$ cat config.mk
export PLATFORM = sky130hd
export DESIGN_NAME = mips_multicycle_ctrl
export DESIGN_NICKNAME = d
export VERILOG_FILES = /design/src/rtl/mips_multicycle_ctrl.sv
export SDC_FILE = /design/constraint.sdc
export NUM_CORES = 1
export LEC_CHECK = 0
export CAP_MARGIN = 10
export CORE_MARGIN = 2
export CORE_UTILIZATION = 53
export CTS_BUF_LIST = sky130_fd_sc_hd__clkbuf_16
export DETAILED_ROUTE_END_ITERATION = 12
export GPL_TIMING_DRIVEN = 0
export PLACE_DENSITY = 0.85
export SKIP_CTS_REPAIR_TIMING = 1
export SYNTH_ARGS = -nofsm -noshare
export SYNTH_HDL_FRONTEND = slang
export SYNTH_SLANG_ARGS = --single-unit
export TNS_END_PERCENT = 20
$ cat constraint.sdc
create_clock -name clk -period 6.4 [get_ports clk]
set_input_delay 0.96 -clock clk [delete_from_list [all_inputs] [get_ports clk]]
set_output_delay 0.96 -clock clk [all_outputs]
set_load 0.05 [all_outputs]
$ cat src/rtl/mips_multicycle_ctrl.sv
// Multicycle MIPS control sequencer: steps each instruction through fetch, decode,
// execute, memory and writeback, with retired-instruction count and sticky traps.
module mips_multicycle_ctrl #(
  parameter int unsigned CNT_W   = 32,
  parameter int unsigned TIMEOUT = 15
) (
  input  logic             clk,
  input  logic             reset,
  input  logic [5:0]       opcode,
  input  logic             zero,
  input  logic             mem_ready,
  output logic             pc_write,
  output logic             ir_write,
  output logic             iord,
  output logic             mem_read,
  output logic             mem_write,
  output logic             mem_to_reg,
  output logic             reg_dst,
  output logic             reg_write,
  output logic             alu_src_a,
  output logic [1:0]       alu_src_b,
  output logic [1:0]       alu_op,
  output logic [1:0]       pc_source,
  output logic [3:0]       state,
  output logic             illegal,
  output logic             bus_error,
  output logic [CNT_W-1:0] instr_retired
);

  typedef enum logic [3:0] {
    S_FETCH  = 4'd0,  S_DECODE = 4'd1,  S_MEMADR = 4'd2,  S_MEMRD  = 4'd3,
    S_MEMWB  = 4'd4,  S_MEMWR  = 4'd5,  S_EXEC   = 4'd6,  S_ALUWB  = 4'd7,
    S_BRANCH = 4'd8,  S_JUMP   = 4'd9,  S_ADDIEX = 4'd10, S_ADDIWB = 4'd11,
    S_TRAP   = 4'd12
  } state_e;

  localparam logic [5:0] OP_RTYPE = 6'b000000;
  localparam logic [5:0] OP_LW    = 6'b100011;
  localparam logic [5:0] OP_SW    = 6'b101011;
  localparam logic [5:0] OP_BEQ   = 6'b000100;
  localparam logic [5:0] OP_J     = 6'b000010;
  localparam logic [5:0] OP_ADDI  = 6'b001000;
  localparam logic [7:0] WAIT_MAX = 8'(TIMEOUT);

  state_e           state_q, state_d;
  logic [7:0]       wait_q, wait_d;
  logic [CNT_W-1:0] retired_q, retired_d;
  logic             illegal_q, illegal_d;
  logic             bus_error_q, bus_error_d;
  logic             waiting;
  logic             retire;

  always_comb begin
    state_d     = state_q;
    illegal_d   = illegal_q;
    bus_error_d = bus_error_q;
    waiting     = 1'b0;
    retire      = 1'b0;
    unique case (state_q)
      S_FETCH: begin
        waiting = 1'b1;
        if (mem_ready) state_d = S_DECODE;
      end
      S_DECODE: begin
        unique case (opcode)
          OP_LW, OP_SW: state_d = S_MEMADR;
          OP_RTYPE:     state_d = S_EXEC;
          OP_BEQ:       state_d = S_BRANCH;
          OP_J:         state_d = S_JUMP;
          OP_ADDI:      state_d = S_ADDIEX;
          default: begin
            state_d   = S_TRAP;
            illegal_d = 1'b1;
          end
        endcase
      end
      S_MEMADR: state_d = (opcode == OP_LW) ? S_MEMRD : S_MEMWR;
      S_MEMRD: begin
        waiting = 1'b1;
        if (mem_ready) state_d = S_MEMWB;
      end
      S_MEMWR: begin
        waiting = 1'b1;
        if (mem_ready) begin
          state_d = S_FETCH;
          retire  = 1'b1;
        end
      end
      S_EXEC:   state_d = S_ALUWB;
      S_ADDIEX: state_d = S_ADDIWB;
      S_MEMWB, S_ALUWB, S_ADDIWB, S_BRANCH, S_JUMP: begin
        state_d = S_FETCH;
        retire  = 1'b1;
      end
      S_TRAP:   state_d = S_TRAP;
      default:  state_d = S_TRAP;
    endcase

    // A ready on the boundary cycle completes the access instead of trapping.
    if (waiting && !mem_ready && wait_q == WAIT_MAX) begin
      state_d     = S_TRAP;
      bus_error_d = 1'b1;
    end

    if (state_d != state_q)       wait_d = '0;
    else if (waiting && !mem_ready) wait_d = wait_q + 8'd1;
    else                          wait_d = wait_q;

    retired_d = retire ? retired_q + 1'b1 : retired_q;
  end

  always_ff @(posedge clk) begin
    if (reset) begin
      state_q     <= S_FETCH;
      wait_q      <= '0;
      retired_q   <= '0;
      illegal_q   <= 1'b0;
      bus_error_q <= 1'b0;
    end else begin
      state_q     <= state_d;
      wait_q      <= wait_d;
      retired_q   <= retired_d;
      illegal_q   <= illegal_d;
      bus_error_q <= bus_error_d;
    end
  end

  always_comb begin
    pc_write   = 1'b0;
    ir_write   = 1'b0;
    iord       = 1'b0;
    mem_read   = 1'b0;
    mem_write  = 1'b0;
    mem_to_reg = 1'b0;
    reg_dst    = 1'b0;
    reg_write  = 1'b0;
    alu_src_a  = 1'b0;
    alu_src_b  = 2'b00;
    alu_op     = 2'b00;
    pc_source  = 2'b00;
    if (!reset) begin
      unique case (state_q)
        S_FETCH: begin
          mem_read  = 1'b1;
          alu_src_b = 2'b01;
          ir_write  = mem_ready;
          pc_write  = mem_ready;
        end
        S_DECODE: alu_src_b = 2'b11;
        S_MEMADR, S_ADDIEX: begin
          alu_src_a = 1'b1;
          alu_src_b = 2'b10;
        end
        S_MEMRD: begin
          mem_read = 1'b1;
          iord     = 1'b1;
        end
        S_MEMWB: begin
          reg_write  = 1'b1;
          mem_to_reg = 1'b1;
        end
        S_MEMWR: begin
          mem_write = 1'b1;
          iord      = 1'b1;
        end
        S_EXEC: begin
          alu_src_a = 1'b1;
          alu_op    = 2'b10;
        end
        S_ALUWB: begin
          reg_write = 1'b1;
          reg_dst   = 1'b1;
        end
        S_BRANCH: begin
          alu_src_a = 1'b1;
          alu_op    = 2'b01;
          pc_source = 2'b01;
          pc_write  = zero;
        end
        S_JUMP: begin
          pc_source = 2'b10;
          pc_write  = 1'b1;
        end
        S_ADDIWB: reg_write = 1'b1;
        default: ;
      endcase
    end
  end

  assign state         = state_q;
  assign illegal       = illegal_q;
  assign bus_error     = bus_error_q;
  assign instr_retired = retired_q;

endmodule

# Word level (Yosys, flattened, before mapping)
# Cells that the tools add are included.
classes:
  n_addsub: 2
  eq_ne: 18
  mux: 34
  bitwise_logic: 1
  reduce_logical: 16
op_table:
  columns: ["operator", "n"]
  rows:
  - ["$add A32 B1 Y32 const B", 1]
  - ["$pmux W4 S8", 1]
  - ["$pmux W4 S5", 1]
  - ["$mux W1", 19]
  - ["$eq A4 B3 Y1 const B", 4]
  - ["$eq A4 B4 Y1 const B", 4]
  - ["$mux W4", 4]
  - ["$eq A6 B6 Y1 const B", 2]
  - ["$reduce_or A2 Y1", 5]
  - ["$add A8 B1 Y8 const B", 1]
  - ["$eq A4 B2 Y1 const B", 2]
  - ["$eq A8 B4 Y1 const B", 1]
  - ["$pmux W2 S2", 2]
  - ["$eq A6 B2 Y1 const B", 1]
  - ["$eq A6 B3 Y1 const B", 1]
  - ["$eq A6 B4 Y1 const B", 1]
  - ["$logic_not A6 Y1", 1]
  - ["$mux W2", 3]
  - ["$pmux W2 S3", 1]
  - ["$reduce_or A3 Y1", 2]
  - ["$reduce_or A6 Y1", 1]
  - ["$reduce_or A5 Y1", 1]
  - ["$eq A4 B1 Y1 const B", 1]
  - ["$logic_not A4 Y1", 1]
  - ["9 further kinds", 10]
word_totals:
  ff_bits: 46
  inputBits: 10
  output_inout_bits: 53
  word_cells: 76

# Depth between registers and ports, before layout
logic_depth:
  ltp_word: 8
  mapped_depth: 9
  ltp_nobuf: 6

# Least setup slack after synthesis
# Ideal clock, no wire load.
synth_timing:
  path_type: "input port to output port"
  start: "input port reset"
  end: "output port pc_write"
  t_arrival_ns: 2.852
  required_ns: 5.440
  path_slack_ns: 2.588
  path_stages: 3
  cell_sequence: "clkbuf_1 > nor3_1 > o21bai_1"
synth_between:
  elab_chain_cells: 1
synth_rtl:
  columns: ["item", "line_no", "rtl"]
  rows:
  - ["from (decl)", "8", "input logic reset,"]
  - ["$mux W1", "141", "if (!reset) begin"]
  - ["to (decl)", "12", "output logic pc_write,"]
# No other way between the ends.

# Final worst setup path
layout_timing:
  start: "input port reset"
  end: "output port alu_src_a"
layout_between:
  elab_chain_cells: 1
layout_rtl:
  columns: ["item", "line_no", "rtl"]
  rows:
  - ["$mux W1", "141", null]
  - ["to (decl)", "20", "output logic alu_src_a,"]
# No other way between the ends.

==> key figures <==
Status
  • Run status: finished clean

Clocking
  • CTS clk-pin slew, worst paths: around 0.06 ns
  • Worst-Skew Late Latency: around 0.29 ns
  • Clock tree from TritonCTS: done
  • Total CTS buffers: 5
  • CTS root buffer: sky130_fd_sc_hd__clkbuf_16
  • Count of H-tree levels built during CTS: 2
  • Total number of clock tree sinks: 46
  • Buffer depth of the longest clock path: 2

Route
  • Per-cell via count in the routed design: 5.79
  • Via count: 2627
  • Initial DRC Count: about 180
  • Total iterations of the first detailed-routing run: 5
  • Remaining antenna violation count: 0
  • DRC Markers: 0
  • Drt wl/cell: 14.9 um
  • Total wire length: roughly 6800 um

Finish
  • Proportion of layout cells with a drive suffix above 1: 6.98%
  • Non-filler instance count after layout: about 450
  • Number of antenna diodes: 0
  • Number of fill cells: 385
  • Layout net count: 398
  • Synth-to-layout area growth: 32.8%

STA
  • Final hold vios: 0
  • Setup ws final: about 2.3 ns
  • Final slew viol count: 0
  • Max Fclk: 241 MHz
  • Slew margin rel.: ~30%
  • Unrepaired setup endpoints after global routing: no
  • Setup-failing EPs final: 0
  • Actual transition at the worst max-transition pin: roughly 1.0 ns
  • Final Cycle Share: 64.8%
  • Total negative slack for setup checks: 0 ns
  • Fin Clk Skew: 0.00302 ns
  • Post-layout minimum cycle time: 4.15 ns

Global route
  • Vias in the first global route: between 2k and 2.5k
  • Global-route wire length before repair: 11200 um
  • Sum of overflow across all layers after global routing: 0
  • Antenna violations before repair: 0
  • Pin count of the biggest net entering global routing: 15
  • Total global routing track utilization: roughly a quarter

Setup path
  • Worst flop-to-flop path endpoint: instr_retired[16]$_SDFFE_PP0P_
  • Worst reg2reg path startpoint: state[2]$_SDFF_PP0_
  • CP dominant cell by count: sky130_fd_sc_hd__clkdlybuf4s50_1
  • Startpoint Class: input port
  • Endpoint class of the critical path: primary output
  • Critical path's slowest cell: sky130_fd_sc_hd__clkdlybuf4s50_1
  • Gate family responsible for the most delay along the worst path: buffers and inverters
  • Slack of the worst reg-to-reg path: 3.83 ns
  • Peak fanout along the critical path: 10
  • Data arrival at the endpoint of the critical path: 3.19 ns
  • Path type of the worst setup path: input port to primary output
  • Worst-path cell chain: clkdlybuf4s50_1, clkbuf_1, buf_1, o22ai_1, clkdlybuf4s50_1
  • Critical path data required time: 5.44 ns
  • Max incr delay on CP: 0.74 ns
  • Cells on worst reg2reg path: 7
  • CP bufs+invs: 4

Min path
  • Start point of the worst min-delay path: bus_error$_SDFFE_PP0P_
  • Hold Path End: bus_error$_SDFFE_PP0P_
  • Worst hold path depth: 2
  • Path type of the worst min-delay path: flip-flop to flip-flop

Synthesis
  • Synthesized Nets: 328
  • Largest area contributor in the netlist: sky130_fd_sc_hd__dfxtp_1
  • FFs w/ async S/R, synth: 0%
  • Biggest area contributors in the synthesized netlist: sky130_fd_sc_hd__dfxtp_1 35%, sky130_fd_sc_hd__xor2_1 10%, sky130_fd_sc_hd__nor2_1 7.1%
  • Most frequent cell after synthesis: sky130_fd_sc_hd__nor2_1
  • Number of standard cells after synthesis: 316
  • Dominant register cell in the synthesized netlist: sky130_fd_sc_hd__dfxtp_1
  • Count of cell types in the netlist: 54
  • Yosys Warn Count: 0
  • Post-synthesis cell area: 2590 um2
  • Synthesis-stage register bit count: 46
  • Leading post-synthesis cells by instance count: 49 x sky130_fd_sc_hd__nor2_1, 46 x sky130_fd_sc_hd__dfxtp_1, 30 x sky130_fd_sc_hd__xor2_1
  • Post-Syn Area per Cell: 8.21 um2
  • Register area share after synthesis: 35.5%
  • Top-area cell type share of the netlist area: a little over a third
  • Number of enable-type register cells in the synthesized netlist: 0

Power and ir drop
  • Cell internal power dissipation: roughly 0.48 mW
  • Static leakage: ~1.2 nW
  • Net Switching: 0.196 mW
  • Overall power after layout: roughly 0.67 mW
  • Part of the total power dissipated in combinational logic: between 10% and 20%
  • Seq pwr share: 43.8%
  • Worst IR drop on VDD: 0.000150 V
  • Clock power frac: roughly 38%
  • Net Sw Frac: 29.1%
  • Pwr per Cell Area: 195 nW/um2

Floorplan
  • Core Area: 4720 um2
  • Die width: 74.0 um
  • I/O pin count: 63
  • FP Rows: 25
  • Starting utilization of the core area: 54.9%
  • Die Y-Extent: 74.0 um
  • Die ar.: 5470 um2

Placed design
  • Global placement routability congestion: 0.961
  • Count of input and output buffers: 62
  • Dpl hpwl: 4840 um
  • Instance count after placement with tap cells included: 445
  • Pre-CTS WS: 2.30 ns

Run
  • Max-Cap Viols: 0
[per-stage QoR]
stage	instance area, um2	hold WS, ns	util, %
detailed placement	3300	0.451	69.9
CTS	3440	0.461	72.9
floorplan	2590	0.515	-
finish	3450	0.458	73.0
global placement	3300	0.437	69.9
global route	3450	0.488	73.0
[cells by family after synthesis]
| group | share of synthesized area, % |
|---|---|
| adders and majority gates | 0.964 |
| and+or+nand+nor | 33.3 |
| muxes | 0.386 |
| DFF | 35.5 |
| buffers and inverters | 4.00 |
| xor gates and xnor gates | 12.8 |
| AOI/OAI and AO/OA | 13.1 |
[how the worst max path moves through the flow]
stage / startpoint / to / slack, ns / depth (start not counted)
floorplan: reset / pc_write / 2.59 / 3
global placement: reset / alu_src_a / 2.29 / 5
detailed placement: reset / alu_src_a / 2.30 / 5
CTS: reset / alu_src_a / 2.30 / 5
global route: reset / alu_src_a / 2.17 / 5
finish: reset / alu_src_a / 2.25 / 5
[flip-flops by register name, summed over array words and instances (netlist names)]
register,cells
bus_error,1
state,4
illegal,1
instr_retired,32
wait_q,8
[routing by layer]
metal  routed length, um  GRT usage, %  vias up
li1                    -             -     1269
met1                2940          34.4     1226
met2                3190          42.3      114
met3                 508          4.61       18
met4                 150          9.70        0
met5                   0             0        -
[cell type report]
class,instances,area (um2),area share [%]
Inverter,6,22.5,0.653
Tap cell,67,83.8,2.43
Timing Repair Buffer,63,626,18.1
Multi-Input combinational cell,247,1570,45.6
Clock buffer,5,125,3.63
Buffer,17,81.3,2.36
Clock inverter,3,17.5,0.508
Sequential cell,46,921,26.7
[power by group through the flow]
stage,clock network [mW],logic (mW),registers [mW]
2_1_floorplan,0,0.0726,0.311
3_3_place_gp,0,0.120,0.301
3_5_place_dp,0,0.122,0.301
4_1_cts,0.259,0.123,0.294
5_1_grt,0.269,0.132,0.295
6_report,0.253,0.124,0.294
[worst reg2reg max path: cells and delay by family, from the launching register on]
family	cells	cell delay [ns]
simple gates	3	1.17
buf+inv	2	0.50
flops	1	0.36
compound gates	1	0.22
xor+xnor	1	0.18
[cells in the final DEF (no fill, tap or decap), types with 3 or more instances in the layout]
| cell | count |
|---|---|
| sky130_fd_sc_hd__a21oi_1 | 11 |
| sky130_fd_sc_hd__a31oi_1 | 3 |
| sky130_fd_sc_hd__and2_1 | 4 |
| sky130_fd_sc_hd__and3_1 | 11 |
| sky130_fd_sc_hd__and4_1 | 4 |
| sky130_fd_sc_hd__buf_1 | 3 |
| sky130_fd_sc_hd__buf_2 | 6 |
| sky130_fd_sc_hd__clkbuf_1 | 7 |
| sky130_fd_sc_hd__clkbuf_16 | 5 |
| sky130_fd_sc_hd__clkdlybuf4s50_1 | 62 |
| sky130_fd_sc_hd__dfxtp_1 | 46 |
| sky130_fd_sc_hd__inv_1 | 7 |
| sky130_fd_sc_hd__nand2_1 | 23 |
| sky130_fd_sc_hd__nand3_1 | 19 |
| sky130_fd_sc_hd__nand4_1 | 12 |
| sky130_fd_sc_hd__nor2_1 | 49 |
| sky130_fd_sc_hd__nor2b_1 | 3 |
| sky130_fd_sc_hd__nor3_1 | 13 |
| sky130_fd_sc_hd__nor4_1 | 12 |
| sky130_fd_sc_hd__o211ai_1 | 3 |
| sky130_fd_sc_hd__o21ai_0 | 6 |
| sky130_fd_sc_hd__xnor2_1 | 8 |
| sky130_fd_sc_hd__xor2_1 | 30 |
Note: power is estimated with default switching activity, not from simulation.
